$ cat config.mk
export PLATFORM = sky130hd
export DESIGN_NAME = alu_pipe
export DESIGN_NICKNAME = d
export VERILOG_FILES = /design/src/rtl/alu_pipe.sv
export SDC_FILE = /design/constraint.sdc
export NUM_CORES = 1
export LEC_CHECK = 0
export BUFFER_PORTS_ARGS = -buffer_cell sky130_fd_sc_hd__buf_2
export CAP_MARGIN = 25
export CORE_ASPECT_RATIO = 1.5
export CORE_MARGIN = 5
export CORE_UTILIZATION = 60
export DETAILED_ROUTE_END_ITERATION = 7
export PLACE_DENSITY = 0.81
export SLEW_MARGIN = 20
export SYNTH_ARGS = -nofsm -noshare
export SYNTH_HDL_FRONTEND = slang
export SYNTH_SLANG_ARGS = --single-unit
$ cat constraint.sdc
create_clock -name clk -period 10.5 [get_ports clk]
set_input_delay 0.525 -clock clk [delete_from_list [all_inputs] [get_ports clk]]
set_output_delay 0.525 -clock clk [all_outputs]
set_load 0.01 [all_outputs]
$ cat src/rtl/alu_pipe.sv
// alu_pipe -- pipelined execute-stage ALU with valid/ready on both sides.
//
// Computes one of AND/OR/ADD/SUB/XOR/SLL/SRL/SRA/SLT/SLTU on rdata1_i and
// operand2 (rdata2_i or imme_i, selected by alusrc_i). In parallel it evaluates
// a branch compare on the same two operands. {result, branch} pass through two
// registered stages (S1, then the S2 output register), giving a latency of two
// cycles and a throughput of one op per cycle. Backpressure from out_ready_i
// stalls both stages without losing, duplicating or reordering ops.
//
// Optional feature, macro ALU_PIPE_MUL_EN: opcode 1010 becomes an unsigned
// shift-add multiply (low WIDTH bits of the product), one bit per cycle for
// WIDTH cycles. Without the macro, 1010 is a single-cycle op yielding 0, and
// the FSM stays in IDLE.
//
// Ports:
//   clk, rst        clock, synchronous active-high reset
//   in_valid_i      op presented          in_ready_o     op accepted this cycle
//   alu_ctrl_i      opcode                compare_i      branch compare select
//   alusrc_i        1: operand2=rdata2_i, 0: operand2=imme_i
//   rdata1_i, rdata2_i, imme_i            operands
//   out_valid_o     result valid          out_ready_i    consumer accepts result
//   result_o        ALU result            result_high_o  top HIGH_W bits of result_o
//   branch_o        compare outcome
//
// Handshake: a transfer happens on a rising edge where valid and ready are both
// high; valid never depends on ready, while in_ready_o may combinationally
// depend on out_ready_i.
module alu_pipe #(
  parameter int WIDTH   = 32,
  parameter int HIGH_W  = 22,
  parameter int SHAMT_W = $clog2(WIDTH)
) (
  input  logic              clk,
  input  logic              rst,
  input  logic              in_valid_i,
  output logic              in_ready_o,
  input  logic [3:0]        alu_ctrl_i,
  input  logic [2:0]        compare_i,
  input  logic              alusrc_i,
  input  logic [WIDTH-1:0]  rdata1_i,
  input  logic [WIDTH-1:0]  rdata2_i,
  input  logic [WIDTH-1:0]  imme_i,
  output logic              out_valid_o,
  input  logic              out_ready_i,
  output logic [WIDTH-1:0]  result_o,
  output logic [HIGH_W-1:0] result_high_o,
  output logic              branch_o
);

  typedef enum logic [1:0] {IDLE, MUL_RUN, MUL_WAIT} state_t;

  state_t state, next_state;

  logic [WIDTH-1:0]   op2;
  logic [SHAMT_W-1:0] shamt;
  logic [WIDTH-1:0]   alu_res;
  logic               alu_br;

  logic               s1_valid;
  logic [WIDTH-1:0]   s1_result;
  logic               s1_branch;

  logic               s2_load;
  logic               s1_free;
  logic               accept;
  logic               mul_accept;
  logic               mul_store;
  logic [WIDTH-1:0]   mul_result;

  assign op2   = alusrc_i ? rdata2_i : imme_i;
  assign shamt = op2[SHAMT_W-1:0];

  // S2 refills whenever it is empty or being drained; S1 moves into S2 on the
  // same condition, so S1 is free when empty or advancing.
  assign s2_load = !out_valid_o || out_ready_i;
  assign s1_free = !s1_valid || s2_load;
  assign accept  = in_valid_i && in_ready_o;

  always_comb begin
    alu_res = '0;
    case (alu_ctrl_i)
      4'b0000: alu_res = rdata1_i & op2;
      4'b0001: alu_res = rdata1_i | op2;
      4'b0010: alu_res = rdata1_i + op2;
      4'b0110: alu_res = rdata1_i - op2;
      4'b0011: alu_res = rdata1_i ^ op2;
      4'b0100: alu_res = rdata1_i << shamt;
      4'b0101: alu_res = rdata1_i >> shamt;
      4'b0111: alu_res = WIDTH'($signed(rdata1_i) >>> shamt);
      4'b1000: alu_res = {{(WIDTH-1){1'b0}}, $signed(rdata1_i) < $signed(op2)};
      4'b1001: alu_res = {{(WIDTH-1){1'b0}}, rdata1_i < op2};
      default: alu_res = '0;
    endcase
  end

  always_comb begin
    alu_br = 1'b0;
    case (compare_i)
      3'b000:  alu_br = (rdata1_i == op2);
      3'b001:  alu_br = (rdata1_i != op2);
      3'b100:  alu_br = ($signed(rdata1_i) <  $signed(op2));
      3'b101:  alu_br = ($signed(rdata1_i) >= $signed(op2));
      3'b110:  alu_br = (rdata1_i <  op2);
      3'b111:  alu_br = (rdata1_i >= op2);
      default: alu_br = 1'b0;
    endcase
  end

  // FSM: state register
  always_ff @(posedge clk) begin
    if (rst) state <= IDLE;
    else     state <= next_state;
  end

`ifdef ALU_PIPE_MUL_EN
  logic [WIDTH-1:0]   mul_mcand;
  logic [WIDTH-1:0]   mul_mplier;
  logic [WIDTH-1:0]   mul_acc;
  logic [SHAMT_W-1:0] mul_cnt;

  // FSM: next-state logic
  always_comb begin
    next_state = state;
    case (state)
      IDLE:     if (mul_accept) next_state = MUL_RUN;
      MUL_RUN:  if (mul_cnt == SHAMT_W'(WIDTH-1)) next_state = MUL_WAIT;
      MUL_WAIT: if (s1_free) next_state = IDLE;
      default:  next_state = IDLE;
    endcase
  end

  // FSM: outputs
  always_comb begin
    in_ready_o = s1_free && (state == IDLE);
    mul_accept = in_valid_i && in_ready_o && (alu_ctrl_i == 4'b1010);
    mul_store  = (state == MUL_WAIT) && s1_free;
  end

  // Shift-add: one multiplier bit per cycle, the multiplicand shifts left.
  always_ff @(posedge clk) begin
    if (rst) begin
      mul_mcand  <= '0;
      mul_mplier <= '0;
      mul_acc    <= '0;
      mul_cnt    <= '0;
    end else if (mul_accept) begin
      mul_mcand  <= rdata1_i;
      mul_mplier <= op2;
      mul_acc    <= '0;
      mul_cnt    <= '0;
    end else if (state == MUL_RUN) begin
      if (mul_mplier[0]) mul_acc <= mul_acc + mul_mcand;
      mul_mcand  <= mul_mcand << 1;
      mul_mplier <= mul_mplier >> 1;
      mul_cnt    <= mul_cnt + 1'b1;
    end
  end

  assign mul_result = mul_acc;
`else
  // FSM: next-state logic (no multiplier, always IDLE)
  always_comb begin
    next_state = IDLE;
  end

  // FSM: outputs
  always_comb begin
    in_ready_o = s1_free && (state == IDLE);
    mul_accept = 1'b0;
    mul_store  = 1'b0;
  end

  assign mul_result = '0;
`endif

  // S1: loaded by an accepted single-cycle op or by a finished multiply,
  // emptied when it advances into S2 with nothing replacing it.
  always_ff @(posedge clk) begin
    if (rst) begin
      s1_valid  <= 1'b0;
      s1_result <= '0;
      s1_branch <= 1'b0;
    end else if (accept && !mul_accept) begin
      s1_valid  <= 1'b1;
      s1_result <= alu_res;
      s1_branch <= alu_br;
    end else if (mul_store) begin
      s1_valid  <= 1'b1;
      s1_result <= mul_result;
      s1_branch <= 1'b0;
    end else if (s2_load) begin
      s1_valid  <= 1'b0;
    end
  end

  // S2: output register, held while the consumer stalls.
  always_ff @(posedge clk) begin
    if (rst) begin
      out_valid_o <= 1'b0;
      result_o    <= '0;
      branch_o    <= 1'b0;
    end else if (s2_load) begin
      out_valid_o <= s1_valid;
      result_o    <= s1_result;
      branch_o    <= s1_branch;
    end
  end

  assign result_high_o = result_o[WIDTH-1 -: HIGH_W];

endmodule

==> out/qor.csv <==
stage,metric,value,unit
placed_design,placed_cell_area,12800,sq um
cts,ctsHoldBuffers,0,
grt,grt_pass1_vias,13700,
power_and_ir_drop,p_comb_share,54.4,%
power_and_ir_drop,max-vdd-ir-drop,0.0890,mV
critical_path,crit_buf_inv,4,
critical_path,reg2reg_slack,7.17,ns
logic_synthesis,yosysTopAreaCell,mux2i_1,
critical_path,cp_top_family,buffers and inverters,
grt,grt_pass1_wl,83100,microns
grt,grt_max_degree,62,
power_and_ir_drop,seq_power_share,20.5,%
logic_synthesis,synth_top_area_share,13.1,%
critical_path,crit_slowest_cell,nor4_1,
critical_path,critPathKind,in -> reg,
timing,finalCritPeriodShare,52.1,%
timing,final.setup.tns,0,ns
layout,stdcell_count,2051,
logic_synthesis,netlist_instances,1724,
critical_path,critPathCaptureType,flip-flop,
critical_path,crit_chain,buf_2 -> buf_4 -> mux2i_4 -> buf_4 -> inv_4 -> mux2i_1 -> a21oi_1 -> o21ai_0 -> a211oi_1 -> nor4_1 -> o21ai_0 -> o211a_1,
power_and_ir_drop,power_density,104,nW/um^2
timing,rsz0062_at_grt,no,
job,drv_cap,0,
die,die_height,184,microns
logic_synthesis,synth_fp_nets,1941,
cts,cts_resized,0,
power_and_ir_drop,clockPowerShare,25.1,%
power_and_ir_drop,leakagePower,5.89,nW
outcome,status,"finished, violations left",
hold_path,hp-class,in -> reg,
logic_synthesis,yosysMostFrequentCell,nand2_1,
critical_path,critPathMaxFanout,46,
grt,antenna_found_initial,1,
layout,final_nets,2002,
cts,cts_sinks,68,
critical_path,crit_path_start_kind,primary input,
placed_design,gp_congestion,1.11,
route,vias_per_cell,7.27,
timing,worst_pin_slew,1.20,ns
timing,max_freq,183,MHz
placed_design,numPlacedInstances,2034,
timing,finalSetupViolCount,0,
route,drt_iter0_drc,2337,
logic_synthesis,synth_area_leaders,"mux2i_1, dfxtp_1, ha_1",
die,core_area,19900,sq um
layout,finish.utilization,65.9,%
logic_synthesis,synthTopCellsByCount,"nand2_1, nor2_1, mux2i_1",
logic_synthesis,synth_cell_types,94,
critical_path,slowest_delay,1.00,ns
cts,clkLatencyLatePin,0.36,ns
logic_synthesis,synth-seq-cells,68,
logic_synthesis,yosysSeqAreaShare,11.2,%
logic_synthesis,synth_async_sr_flop_share,0,%
timing,holdWs,0.439,ns
layout,drive_above_1_share,14.6,%
cts,cts_max_level,3,
cts,cts_buffer_depth,2,
die,core.rowCount,63,
placed_design,post-place-ws,4.84,ns
cts,postCtsSetupBuffers,0,
die,ios,165,
timing,hold_viol_final,0,
layout,syn_to_final_growth,8.17,%
placed_design,hpwlAfterDp,42800,microns
route,wirelength,56000,microns
timing,slew_viol_final,0,
cts,cts_tree,done,
die,die_x,126,microns
die,die_area,23200,sq um
power_and_ir_drop,power.internal,0.723,mW
route,wire_per_inst,27.3,microns
grt,overflow,0,
power_and_ir_drop,p_sw_share,47.1,%
logic_synthesis,yosysWarningCount,0,
critical_path,worstPathArrival,5.72,ns
logic_synthesis,synthesis.area,12100,sq um
logic_synthesis,synth-edff-count,0,
route,ant_nets,0,
timing,timing.slew.headroom,19.4,%
route,drt_first_pass_iters,8,
timing,setup_ws,5.03,ns
route,vias,14900,
hold_path,hold_path_depth,3,
logic_synthesis,ys.flop_type,dfxtp_1,
route,drc,18,
power_and_ir_drop,p_sw,0.644,mW
die,start_util,60.9,%
critical_path,cp_num_cells,12,
cts,clock-root-buffer,clkbuf_16,
timing,skew,0.0143,ns
logic_synthesis,avgSynthCellArea,7.02,sq um
power_and_ir_drop,power,1.37,mW
layout,fin_area,13100,sq um
outcome,violations,DRC,
timing,post-route-min-period,5.47,ns
critical_path,crit_required,10.75,ns
placed_design,port_buffers,164,
cts,clk_pin_slew,0.06,ns
grt,grt_usage,46.0,%
critical_path,r2r_cells,10,
cts,numCtsBuffers,9,
-- area by class of cell --
cell class,count,area [sq um]
Multi-Input combinational cell,1415,9680
Fill cell,1794,6770
Sequential cell,68,1360
Timing Repair Buffer,192,1030
Inverter,99,374
Tap cell,260,325
Clock buffer,10,229
Clock inverter,6,88.8
Antenna cell,1,2.50
-- path summary, 6_finish.rpt --
check,end,from
setup reg to reg,s1_result[25]$_SDFFE_PP0P_,out_valid_o$_SDFFE_PP0P_
setup / recovery,s1_result[25]$_SDFFE_PP0P_,alusrc_i
hold reg to reg,s1_result[8]$_SDFFE_PP0P_,s1_result[8]$_SDFFE_PP0P_
hold / removal,s1_valid$_SDFFE_PP0P_,in_valid_i
-- cells by family after synthesis --
kind of cell	after synthesis	synth area share (%)
compound gates	561	31.2
xor+xnor	15	1.09
fa+ha+maj	109	11.4
buf+inv	241	8.99
flops	68	11.2
mux	183	16.2
simple gates	547	19.9
-- metal layers --
layer | global-route usage [%] | wire length (microns) | vias to the layer above
met5 | 0 | 0 | -
met1 | 55.3 | 19500 | 6836
met4 | 28.3 | 4710 | 0
met2 | 74.4 | 24600 | 1320
met3 | 10.4 | 7180 | 360
li1 | - | - | 6399
-- power by group through the flow --
stage / clock (mW) / sequential (mW) / combinational (mW)
after floorplan: 0 / 0.282 / 0.479
after global placement: 0 / 0.284 / 0.695
after detailed placement: 0 / 0.285 / 0.701
after CTS: 0.339 / 0.279 / 0.704
after global routing: 0.349 / 0.280 / 0.779
final: 0.343 / 0.280 / 0.744
-- layout by cell type (no fill, tap or decap), types with 15 or more instances in the layout --
| master | n |
|---|---|
| a211oi_1 | 22 |
| a21o_1 | 16 |
| a21oi_1 | 157 |
| a221oi_1 | 21 |
| a22oi_1 | 15 |
| a31oi_1 | 18 |
| buf_2 | 164 |
| buf_4 | 28 |
| dfxtp_1 | 68 |
| ha_1 | 107 |
| inv_1 | 96 |
| mux2_2 | 15 |
| mux2i_1 | 156 |
| nand2_1 | 233 |
| nand3_1 | 29 |
| nor2_1 | 161 |
| nor3_1 | 34 |
| o211ai_1 | 30 |
| o21ai_0 | 116 |
| o21bai_1 | 15 |
| o221ai_1 | 22 |
| o22ai_1 | 15 |
-- flip-flops by register name (all words and copies together) (netlist names) --
signal,cells
branch_o,1
out_valid_o,1
s1_result,32
result_o,32
s1_valid,1
s1_branch,1
-- tightest hold or removal path, cell delays in order --
cell and delay, ns:
buf_2 0.12, a21oi_1 0.04, nor2_1 0.07
(Power assumes the default switching activity.)
